### src/rtl/fetch_pkg.sv
// Shared types and constants for the instruction fetch controller.
package fetch_pkg;
  localparam int XLEN        = 64;
  localparam int INSTR_BYTES = 4;

  typedef enum logic [1:0] {
    FETCH = 2'd0,
    HALT  = 2'd1,
    FAULT = 2'd2
  } fetch_state_e;
endpackage

### src/rtl/fetch_slot.sv
// One-entry valid/ready holding register for the fetched instruction and its pc.
module fetch_slot
  import fetch_pkg::*;
(
  input  logic            clk,
  input  logic            reset,
  input  logic            load,
  input  logic            flush,
  input  logic            ready,
  input  logic [31:0]     next_instr,
  input  logic [XLEN-1:0] next_pc,
  output logic            valid,
  output logic [31:0]     instr,
  output logic [XLEN-1:0] pc
);

  // Load wins over drain; flush only drops the valid bit, payload is don't-care.
  always_ff @(posedge clk or posedge reset) begin
    if (reset) begin
      valid <= 1'b0;
      instr <= '0;
      pc    <= '0;
    end else if (load) begin
      valid <= 1'b1;
      instr <= next_instr;
      pc    <= next_pc;
    end else if (flush || (valid && ready)) begin
      valid <= 1'b0;
    end
  end

endmodule

### src/rtl/instruction_fetch_controller.sv
// Owns the PC, reads instruction memory and hands words to decode over valid/ready,
// with branch redirects, end-of-memory halt and sticky misaligned-target faults.
module instruction_fetch_controller
  import fetch_pkg::*;
#(
  parameter logic [XLEN-1:0] RESET_PC  = 64'd0,
  parameter int unsigned     MEM_BYTES = 16
) (
  input  logic            clk,
  input  logic            reset,
  output logic [XLEN-1:0] Inst_Address,
  input  logic [31:0]     Instruction,
  input  logic            branch_valid,
  input  logic [XLEN-1:0] branch_target,
  output logic            if_valid,
  input  logic            if_ready,
  output logic [31:0]     if_instr,
  output logic [XLEN-1:0] if_pc,
  output logic            halted,
  output logic            fault,
  output logic [XLEN-1:0] fault_addr,
  output logic [31:0]     fetch_count
);

  fetch_state_e    state;
  logic [XLEN-1:0] pc;
  logic [XLEN:0]   fetch_end;
  logic            beyond_mem;
  logic            accept;
  logic            slot_free;
  logic            redirect;
  logic            misaligned;
  logic            fetch_go;
  logic            slot_flush;

  assign Inst_Address = pc;

  // The extra top bit keeps a pc near 2^64 from wrapping past the bound check.
  assign fetch_end  = {1'b0, pc} + (XLEN+1)'(INSTR_BYTES);
  assign beyond_mem = fetch_end > (XLEN+1)'(MEM_BYTES);

  assign accept     = if_valid && if_ready;
  assign slot_free  = !if_valid || if_ready;
  assign redirect   = branch_valid && (state != FAULT);
  assign misaligned = branch_target[1:0] != 2'b00;
  assign fetch_go   = (state == FETCH) && !redirect && slot_free && !beyond_mem;
  assign slot_flush = redirect || (state == FAULT);

  fetch_slot u_slot (
    .clk        (clk),
    .reset      (reset),
    .load       (fetch_go),
    .flush      (slot_flush),
    .ready      (if_ready),
    .next_instr (Instruction),
    .next_pc    (pc),
    .valid      (if_valid),
    .instr      (if_instr),
    .pc         (if_pc)
  );

  always_ff @(posedge clk or posedge reset) begin
    if (reset) begin
      state      <= FETCH;
      pc         <= RESET_PC;
      halted     <= 1'b0;
      fault      <= 1'b0;
      fault_addr <= '0;
    end else if (redirect) begin
      if (misaligned) begin
        state      <= FAULT;
        fault      <= 1'b1;
        fault_addr <= branch_target;
      end else begin
        state  <= FETCH;
        pc     <= branch_target;
        halted <= 1'b0;
      end
    end else if (state == FETCH && slot_free) begin
      if (beyond_mem) begin
        state  <= HALT;
        halted <= 1'b1;
      end else begin
        pc <= pc + XLEN'(INSTR_BYTES);
      end
    end
  end

  // Handshakes completing on a redirect edge still count as delivered.
  always_ff @(posedge clk or posedge reset) begin
    if (reset) begin
      fetch_count <= '0;
    end else if (accept && (fetch_count != 32'hFFFF_FFFF)) begin
      fetch_count <= fetch_count + 32'd1;
    end
  end

endmodule

### config.mk
export PLATFORM = sky130hd
export DESIGN_NAME = instruction_fetch_controller
export DESIGN_NICKNAME = d
export VERILOG_FILES = /design/src/rtl/fetch_pkg.sv /design/src/rtl/fetch_slot.sv /design/src/rtl/instruction_fetch_controller.sv
export SDC_FILE = /design/constraint.sdc
export NUM_CORES = 1
export LEC_CHECK = 0
export ABC_AREA = 0
export BUFFER_PORTS_ARGS = -buffer_cell sky130_fd_sc_hd__buf_2
export CORE_MARGIN = 1.5
export CORE_UTILIZATION = 50
export CTS_BUF_LIST = sky130_fd_sc_hd__clkbuf_4 sky130_fd_sc_hd__clkbuf_8
export CTS_CLUSTER_SIZE = 24
export DETAILED_ROUTE_END_ITERATION = 7
export PLACE_DENSITY_LB_ADDON = 0.05
export RECOVER_POWER = 25
export REMOVE_ABC_BUFFERS = 1
export SETUP_SLACK_MARGIN = 0.4
export SLEW_MARGIN = 10
export SYNTH_ARGS = -nofsm -noshare
export SYNTH_HDL_FRONTEND = slang
export SYNTH_SLANG_ARGS = --single-unit
export TNS_END_PERCENT = 5
### constraint.sdc
create_clock -name clk -period 10.4 [get_ports clk]
set_input_delay 1.56 -clock clk [delete_from_list [all_inputs] [get_ports clk]]
set_output_delay 1.56 -clock clk [all_outputs]
set_load 0.01 [all_outputs]
# Word-level counts from Yosys, hierarchy flattened
# Index checks and enable logic that the tools add are counted.
[totals]
regBits = 261
latchBits = 0
ramBits = 0
romBits = 0
inputBits = 100
memories = 0
[op_classes]
n_addsub = 3
n_mul = 0
n_div = 0
magnitude_cmp = 1
eq_ne = 5
shift = 0
n_mux = 14
n_bitwise = 0
n_reduce_logical = 22
[op_table]
columns = ["op", "count"]
rows = [
  ["2-to-1 mux 64 bit", 4],
  ["adder 64 x 3 -> 65 bit, second input constant", 1],
  ["> comparator 65 x 5 -> 1 bit, second input constant", 1],
  ["adder 64 x 3 -> 64 bit, second input constant", 1],
  ["adder 32 x 1 -> 32 bit, second input constant", 1],
  ["!= test 32 bit, second input constant", 1],
  ["2-to-1 mux 2 bit", 4],
  ["nonzero test 2 bit", 4],
  ["logical AND 1 bit", 7],
  ["2-to-1 mux 1 bit", 6],
  ["AND reduction 3 bit", 2],
  ["!= test 2 bit, second input constant", 2],
  ["AND reduction 2 bit", 2],
  ["zero test 1 bit", 3],
  ["logical OR 1 bit", 3],
  ["equality test 2 bit, second input constant", 1],
  ["zero test 2 bit", 1],
  ["!= test 2 x 1 -> 1 bit, second input constant", 1],
]

# Depth between registers and ports, before layout
# Gate-level depths: netlist of run 1.
[logic_depth]
word_depth = 7
ltp_mapped = 14
depth_no_buf = 11

# Hierarchy
# A second synthesis of run 1 with hierarchy kept.
[hier_totals]
hier_cells = 1047
hier_area_um2 = 12061.6
[by_module_without_submodules]
columns = ["mod", "n_inst", "cells_per_inst", "area_per_inst_um2", "seq_area_each_um2"]
rows = [
  ["instruction_fetch_controller", 1, 840, 8340.5, 4103.9],
  ["fetch_slot", 1, 207, 3721.1, 2427.3],
]

# Least setup slack after synthesis of run 1
# OpenSTA, ideal clock, no wires.
[synth_path]
kind = "register -> register"
start = "register pc[29], in the netlist Inst_Address[29]"
end = "register u_slot.instr[10]"
arrival_time_ns = 3.288
required_time_ns = 10.275
slack_ns = 6.986
path_stages_with_launch = 13
n_path_buf = 3
synth_period_minus_slack_ns = 3.414
path_cell_list = "dfrtp_1 buf_2 nand3_1 or4_4 nor3_2 nor4b_1 xor2_1 or4_4 nor3_2 nand2_2 buf_6 buf_6 mux2_4"
[synth_between]
elab_chain_len = 4
[synth_rtl]
columns = ["item", "line", "text"]
rows = [
  ["start, declared", "instruction_fetch_controller.sv:26", "logic [XLEN-1:0] pc;"],
  ["start signal, assigned", "instruction_fetch_controller.sv:76", "pc <= branch_target;"],
  ["start signal, assigned", "instruction_fetch_controller.sv:84", "pc <= pc + XLEN'(INSTR_BYTES);"],
  ["adder 64 x 3 -> 65 bit", "instruction_fetch_controller.sv:39", "assign fetch_end = {1'b0, pc} + (XLEN+1)'(INSTR_BYTES);"],
  ["> comparator 65 x 5 -> 1 bit", "instruction_fetch_controller.sv:40", "assign beyond_mem = fetch_end > (XLEN+1)'(MEM_BYTES);"],
  ["zero test 1 bit", "instruction_fetch_controller.sv:46", "assign fetch_go = (state == FETCH) && !redirect && slot_free && !beyond_mem;"],
  ["logical AND 1 bit", "instruction_fetch_controller.sv:46", ""],
  ["end signal, assigned", "fetch_slot.sv:25", "instr <= next_instr;"],
  ["end, declared", "fetch_slot.sv:13", "output logic [31:0] instr,"],
]
# No other way between the ends.
# A chain may end at the register's enable or synchronous reset.

==> flow_metrics.env, run 1 <==
export IMPL_synthArstFlopShare_pct=100
export IMPL_finalSetupViolCount=0
export IMPL_synthFlopType="dfrtp_1"
export IMPL_fp_dieW_um=156
export IMPL_synth_top_cell_by_area="dfrtp_1"
export IMPL_hold_buffers=0
export IMPL_design_die_area_um2=24400
export IMPL_intPower_w=0.00196
export IMPL_hold_violations=0
export IMPL_clockRootBuffer="clkbuf_8"
export IMPL_slowest_stage="clkinvlp_2"
export IMPL_swShare_pct=29.5
export IMPL_rsz0062_at_grt="false"
export IMPL_fmax_ghz=0.186
export IMPL_worst_setup_path_start_kind="input pin"
export IMPL_ios=359
export IMPL_synth_top_cell_area_share_pct=55.7
export IMPL_yosysMostFrequentCell="dfrtp_1"
export IMPL_yosysWarnings=0
export IMPL_cts_buffer_depth=3
export IMPL_rows=55
export IMPL_vdd_drop_max_mv=0.120
export IMPL_numCtsBuffers=44
export IMPL_fin_crit_sh_pct=51.8
export IMPL_worstPathMaxFanout=132
export IMPL_syn_inst=1069
export IMPL_drv_cap=3
export IMPL_holdCritPathClass="reg -> reg"
export IMPL_grt_total_usage_pct=26.4
export IMPL_h_tree_depth=2
export IMPL_syn_cell_area_um2=11700
export IMPL_synth_mux_area_fraction_pct=10.2
export IMPL_critical_path_class="in -> async"
export IMPL_power_share_sequential_pct=47.1
export IMPL_firstDrtPassIters=8
export IMPL_finalNonFillerCells=1775
export IMPL_post_place_cells=1695
export IMPL_drc=0
export IMPL_vias_per_cell=5.40
export IMPL_worst_slew_pin_slew_ns=5.74
export IMPL_fp_dieH_um=156
export IMPL_power_density_nw_per_um2=190
export IMPL_yosys_top_cells_count="261 x dfrtp_1, 185 x nand2_1, 85 x mux2_2"
export IMPL_postCtsSetupBuffers=0
export IMPL_synthAdderAreaFrac_pct=0.213
export IMPL_overflow=0
export IMPL_antenna_found_initial=2
export IMPL_p_comb_share_pct=17.3
export IMPL_dp_hpwl_um=23400
export IMPL_yosysSeqAreaShare_pct=55.7
export IMPL_final_max_slew_viol_count=201
export IMPL_start_util_pct=51.4
export IMPL_area_delta_synth_final_pct=25.1
export IMPL_synth_top_family_by_area="simple AND/OR/NAND/NOR gates"
export IMPL_drtIter0Drc=637
export IMPL_end_kind="async pin"
export IMPL_grt_first_pass_wirelength_um=50600
export IMPL_finalSetupTns_ns=0
export IMPL_clock_skew_ns=0.0222
export IMPL_cts_tree="done"
export IMPL_status="finished, violations left"
export IMPL_grt_max_degree=133
export IMPL_syn_avg_cell_area_um2=11.0
export IMPL_p_sw_w=0.000821
export IMPL_final_nets=1530
export IMPL_crit_chain="buf_2 > clkinvlp_2 > buf_4"
export IMPL_synth_edff_count=0
export IMPL_numClockSinks=261
export IMPL_totalWireLength_um=32400
export IMPL_timing_slew_headroom_pct=-282
export IMPL_power_leakage_nw=7.57
export IMPL_grt_pass1_vias=9140
export IMPL_ys_ff_latch=261
export IMPL_cts_resized=0
export IMPL_fp_coreArea_um2=22800
export IMPL_portBuffers=358
export IMPL_clkPwrFrac_pct=35.7
export IMPL_cp_required_ns=10.95
export IMPL_yosys_cell_types_count=66
export IMPL_synth_xor_area_share_pct=3.88
export IMPL_violations="max-capacitance violations, max-slew violations"
export IMPL_synthSimpleGateAreaFrac_pct=22.9
export IMPL_synth_area_leaders="dfrtp_1 56%, mux2_2 8.2%, nand2_1 5.9%"
export IMPL_fillCellCount=1966
export IMPL_clkTransAtPathRegs_ns=0.06
export IMPL_max_stage_delay_ns=3.11
export IMPL_layout_drive_gt1_share_pct=37.4
export IMPL_vias=9593
export IMPL_synth_compound_area_share_pct=4.68
export IMPL_clk_latency_ns=0.55
export IMPL_avgRoutedWirePerCell_um=18.2
export IMPL_fin_crit_ns=5.39
export IMPL_ant_nets=0
export IMPL_worst_ep_arrival_time_ns=5.93
export IMPL_place_congestion=0.936
## final timing paths
path                               endpoint  slack (ns)  cells after the start              from
max                          fault_addr[32]        5.01                      3             reset
min                                   fault        0.47                      1             fault
max reg2reg                u_slot.instr[11]        5.89                     10  Inst_Address[28]
min reg2reg                           fault        0.47                      1             fault
max in group clk             fault_addr[32]        5.50                      4  branch_target[0]
min in group asynchronous   fetch_count[27]        2.72                      2             reset
## state kept, by name, indices dropped and copies added, names as in the netlist
name,count
halted,1
state,2
u_slot.instr,32
u_slot.pc,64
Inst_Address,64
fault,1
fetch_count,32
fault_addr,64
u_slot.valid,1
## per-layer routing
| layer | wire length [µm] | global-route usage, % |
|---|---|---|
| met5 | 13 | 0 |
| met4 | 739 | 8.84 |
| met3 | 2490 | 6.67 |
| met2 | 15100 | 41.2 |
| met1 | 14000 | 36.2 |
## cell type report
type                            instances  area, µm²  share of cell area [%]
Sequential cell                       261       6530                    44.5
Antenna cell                            1       2.50                  0.0170
Tap cell                              313        392                    2.67
Inverter                               10       38.8                   0.264
Clock inverter                          4       60.1                   0.409
Timing Repair Buffer                  365       1810                    12.4
Multi-Input combinational cell        746       4920                    33.5
Clock buffer                           75        920                    6.26
## layout by cell type (no fill, tap or decap), types with 3 or more instances in the layout
cell type,count
o22ai_1,3
nor2_1,43
or4_4,4
clkbuf_1,20
o21ai_0,24
mux2_2,85
o211ai_1,3
or3_1,10
mux2_4,16
a21oi_1,16
nor4_2,5
a211oi_1,4
nor3_1,21
nand4_1,45
nor4b_1,3
a311oi_1,3
xor2_1,11
o31ai_1,4
buf_4,5
and3_1,20
clkbuf_4,18
dfrtp_1,261
buf_2,340
or4_1,5
nand3_1,48
nor4_1,19
a31oi_1,6
clkbuf_8,57
and4_1,12
and2_1,66
nand2_1,185
inv_1,9
xnor2_1,41
o31a_1,3
## stage by stage
| step | utilization [%] | cell area, µm² | hold WS, ns | setup slack, ns | total power (W) |
|---|---|---|---|---|---|
| global placement | 60.2 | 13800 | 0.447 | 5.95 | 0.00180 |
| CTS | 64.5 | 14700 | 0.470 | 5.94 | 0.00282 |
| finish | 64.2 | 14700 | 0.473 | 5.01 | 0.00278 |
| detailed placement | 60.2 | 13800 | 0.452 | 5.91 | 0.00182 |
| global route | 64.2 | 14700 | 0.493 | 4.00 | 0.00293 |
| floorplan | - | 11500 | 0.465 | 1.66 | 0.00155 |
## power by group through the flow
stage	clock network [W]	logic [W]	registers (W)
6_report	0.000992	0.000480	0.00131
5_1_grt	0.00106	0.000532	0.00133
4_1_cts	0.00101	0.000494	0.00131
3_5_place_dp	0	0.000492	0.00132
3_3_place_gp	0	0.000488	0.00132
2_1_floorplan	0	0.000195	0.00136
## logic make-up (layout without fill, tap and decap cells)
logic type	count (synthesis)	in the layout
and+or+nand+nor	507	507
DFF	261	261
muxes	101	101
AOI/OAI and AO/OA	84	84
buffers and inverters	62	454
xor gates and xnor gates	52	52
adders and majority gates	2	2
other	0	1
## worst max-delay path: cells and delay by family
kind,cells,cell delay (ns)
buffers and inverters,3,4.29
(Power assumes the default switching activity.)
==> run 2, diff against run 1 <==
==> constraint.sdc (replaced) <==
create_clock -name clk -period 5.62 [get_ports clk]
set_input_delay 0.843 -clock clk [delete_from_list [all_inputs] [get_ports clk]]
set_output_delay 0.843 -clock clk [all_outputs]
set_load 0.01 [all_outputs]
==> flow_metrics.env, run 2 (synthesis results as in run 1) <==
export IMPL_status="finished, violations left"
export IMPL_violations="max-capacitance violations, max-slew violations"
export IMPL_power_leakage_nw=7.57
export IMPL_fmax_ghz=0.235
export IMPL_antenna_cells=0
export IMPL_drv_cap=4
export IMPL_area_delta_synth_final_pct=24.3
export IMPL_numCtsBuffers=43
export IMPL_cts_resized=0
export IMPL_hold_buffers=0
export IMPL_worstPathMaxFanout=55
export IMPL_grt_max_degree=127
export IMPL_numClockSinks=261
export IMPL_portBuffers=358
export IMPL_h_tree_depth=2
export IMPL_cts_buffer_depth=3
export IMPL_hold_violations=0
export IMPL_start_util_pct=51.4
export IMPL_finish_utilization_pct=63.8
export IMPL_rows=55
export IMPL_clk_latency_ns=0.54
export IMPL_end_kind="flip-flop"
export IMPL_fp_coreArea_um2=22800
export IMPL_vias_per_cell=5.45
export IMPL_grt_total_usage_pct=26.8
export IMPL_totalWireLength_um=32600
export IMPL_vias=9637
export IMPL_cts_tree="done"
export IMPL_dp_hpwl_um=23700
export IMPL_worst_setup_path_start_kind="flip-flop"
export IMPL_vdd_drop_max_mv=0.198
export IMPL_timing_slew_headroom_pct=-123
export IMPL_fillCellCount=1963
export IMPL_final_max_slew_viol_count=232
export IMPL_postCtsSetupBuffers=0
export IMPL_drc=0
export IMPL_design_die_area_um2=24400
export IMPL_rsz0062_at_grt="false"
export IMPL_overflow=0
export IMPL_clkTransAtPathRegs_ns=0.06
export IMPL_drtIter0Drc=745
export IMPL_avgRoutedWirePerCell_um=18.5
export IMPL_ant_nets=0
export IMPL_pre_cts_slack_ns=1.42
export IMPL_holdCritPathClass="reg -> reg"
export IMPL_grt_first_pass_wirelength_um=51400
export IMPL_firstDrtPassIters=6
export IMPL_final_nets=1531
export IMPL_final_common_cell="buf_2"
export IMPL_ff_latch_area_um2=6530
export IMPL_clock_skew_ns=0.0230
export IMPL_critical_path_class="reg -> reg"
export IMPL_antenna_found_initial=2
export IMPL_clockRootBuffer="clkbuf_8"
export IMPL_finalSetupViolCount=0
export IMPL_final_cell_mix="357 x buf_2, 261 x dfrtp_1, 184 x nand2_1, 85 x mux2_2, 66 x and2_1"
export IMPL_worst_slew_pin_slew_ns=3.30
export IMPL_cp_required_ns=6.03
export IMPL_timing_hold_ws_ns=0.473
export IMPL_fp_dieW_um=156
export IMPL_layout_setup_ws_ns=1.36
export IMPL_grt_pass1_vias=9321
export IMPL_multi_input_area_um2=4920
export IMPL_layout_drive_gt1_share_pct=38.4
export IMPL_worst_ep_arrival_time_ns=4.67
export IMPL_fin_crit_ns=4.26
export IMPL_power_density_nw_per_um2=341
export IMPL_place_congestion=0.964
export IMPL_fin_crit_sh_pct=75.8
export IMPL_fp_dieH_um=156
export IMPL_ios=359
-- run 2: cell types whose count changed in the layout (fill, tap and decap cells not counted), sizes merged --
cell    previous run  this run
inv               11        10
clkbuf            95        73
clkinv             0         1
bufinv             1         0
buf              345       363
diode              1         0
-- run 2: area by class of cell --
class	instances	share of cell area (%)
clock buffers	69	5.70
inverters	10	0.283
flip-flops and latches	261	44.8
multi-input cells	746	33.8
clock inverters	3	0.146
well taps	313	2.68
repair buffers	367	12.7
-- run 2: worst paths after layout --
path,slack [ns],endpoint,depth (start not counted),start
worst max register to register,1.36,u_slot.instr[15],10,Inst_Address[28]
max in group asynchronous,1.45,Inst_Address[0],3,reset
min in group asynchronous,1.12,fetch_count[27],2,reset
worst min register to register,0.47,fault,1,fault
worst min-delay path,0.47,fault,1,fault
worst max-delay path,1.36,u_slot.instr[15],10,Inst_Address[28]
-- run 2: per-layer routing --
layer | global-route usage, % | wire length (µm) | vias to the layer above
met4 | 7.53 | 779 | 4
li1 | - | - | 4489
met3 | 6.44 | 2650 | 65
met5 | 0 | 27 | -
met1 | 36.8 | 14000 | 4682
met2 | 42.5 | 15200 | 397
-- run 2: critical path: stages, from the launching register on --
cell and delay, ns:
dfrtp_1 0.50, nand4_1 0.45, or4_4 0.72, nor3_2 0.44
nor4b_1 0.35, xor2_1 0.12, or4_4 0.44, nor3_2 0.26
nand2_4 0.16, buf_4 0.31, mux2_4 0.35
-- run 2: per-stage QoR --
step / setup TNS, ns / total power, W / cells / area (µm²)
5_1_grt: 0 / 0.00524 / 1769 / 14600
4_1_cts: 0 / 0.00503 / 1769 / 14600
2_1_floorplan: -628.10 / 0.00288 / 1017 / 11500
3_5_place_dp: 0 / 0.00337 / 1697 / 13800
6_report: 0 / 0.00498 / 1769 / 14600
3_3_place_gp: 0 / 0.00334 / 1697 / 13800
-- run 2: power by group --
part	leakage (nW)	internal (W)	switching, W
Clock	0.455	0.000929	0.000724
Combinational	3.67	0.000426	0.000476
Sequential	3.44	0.00214	0.000287
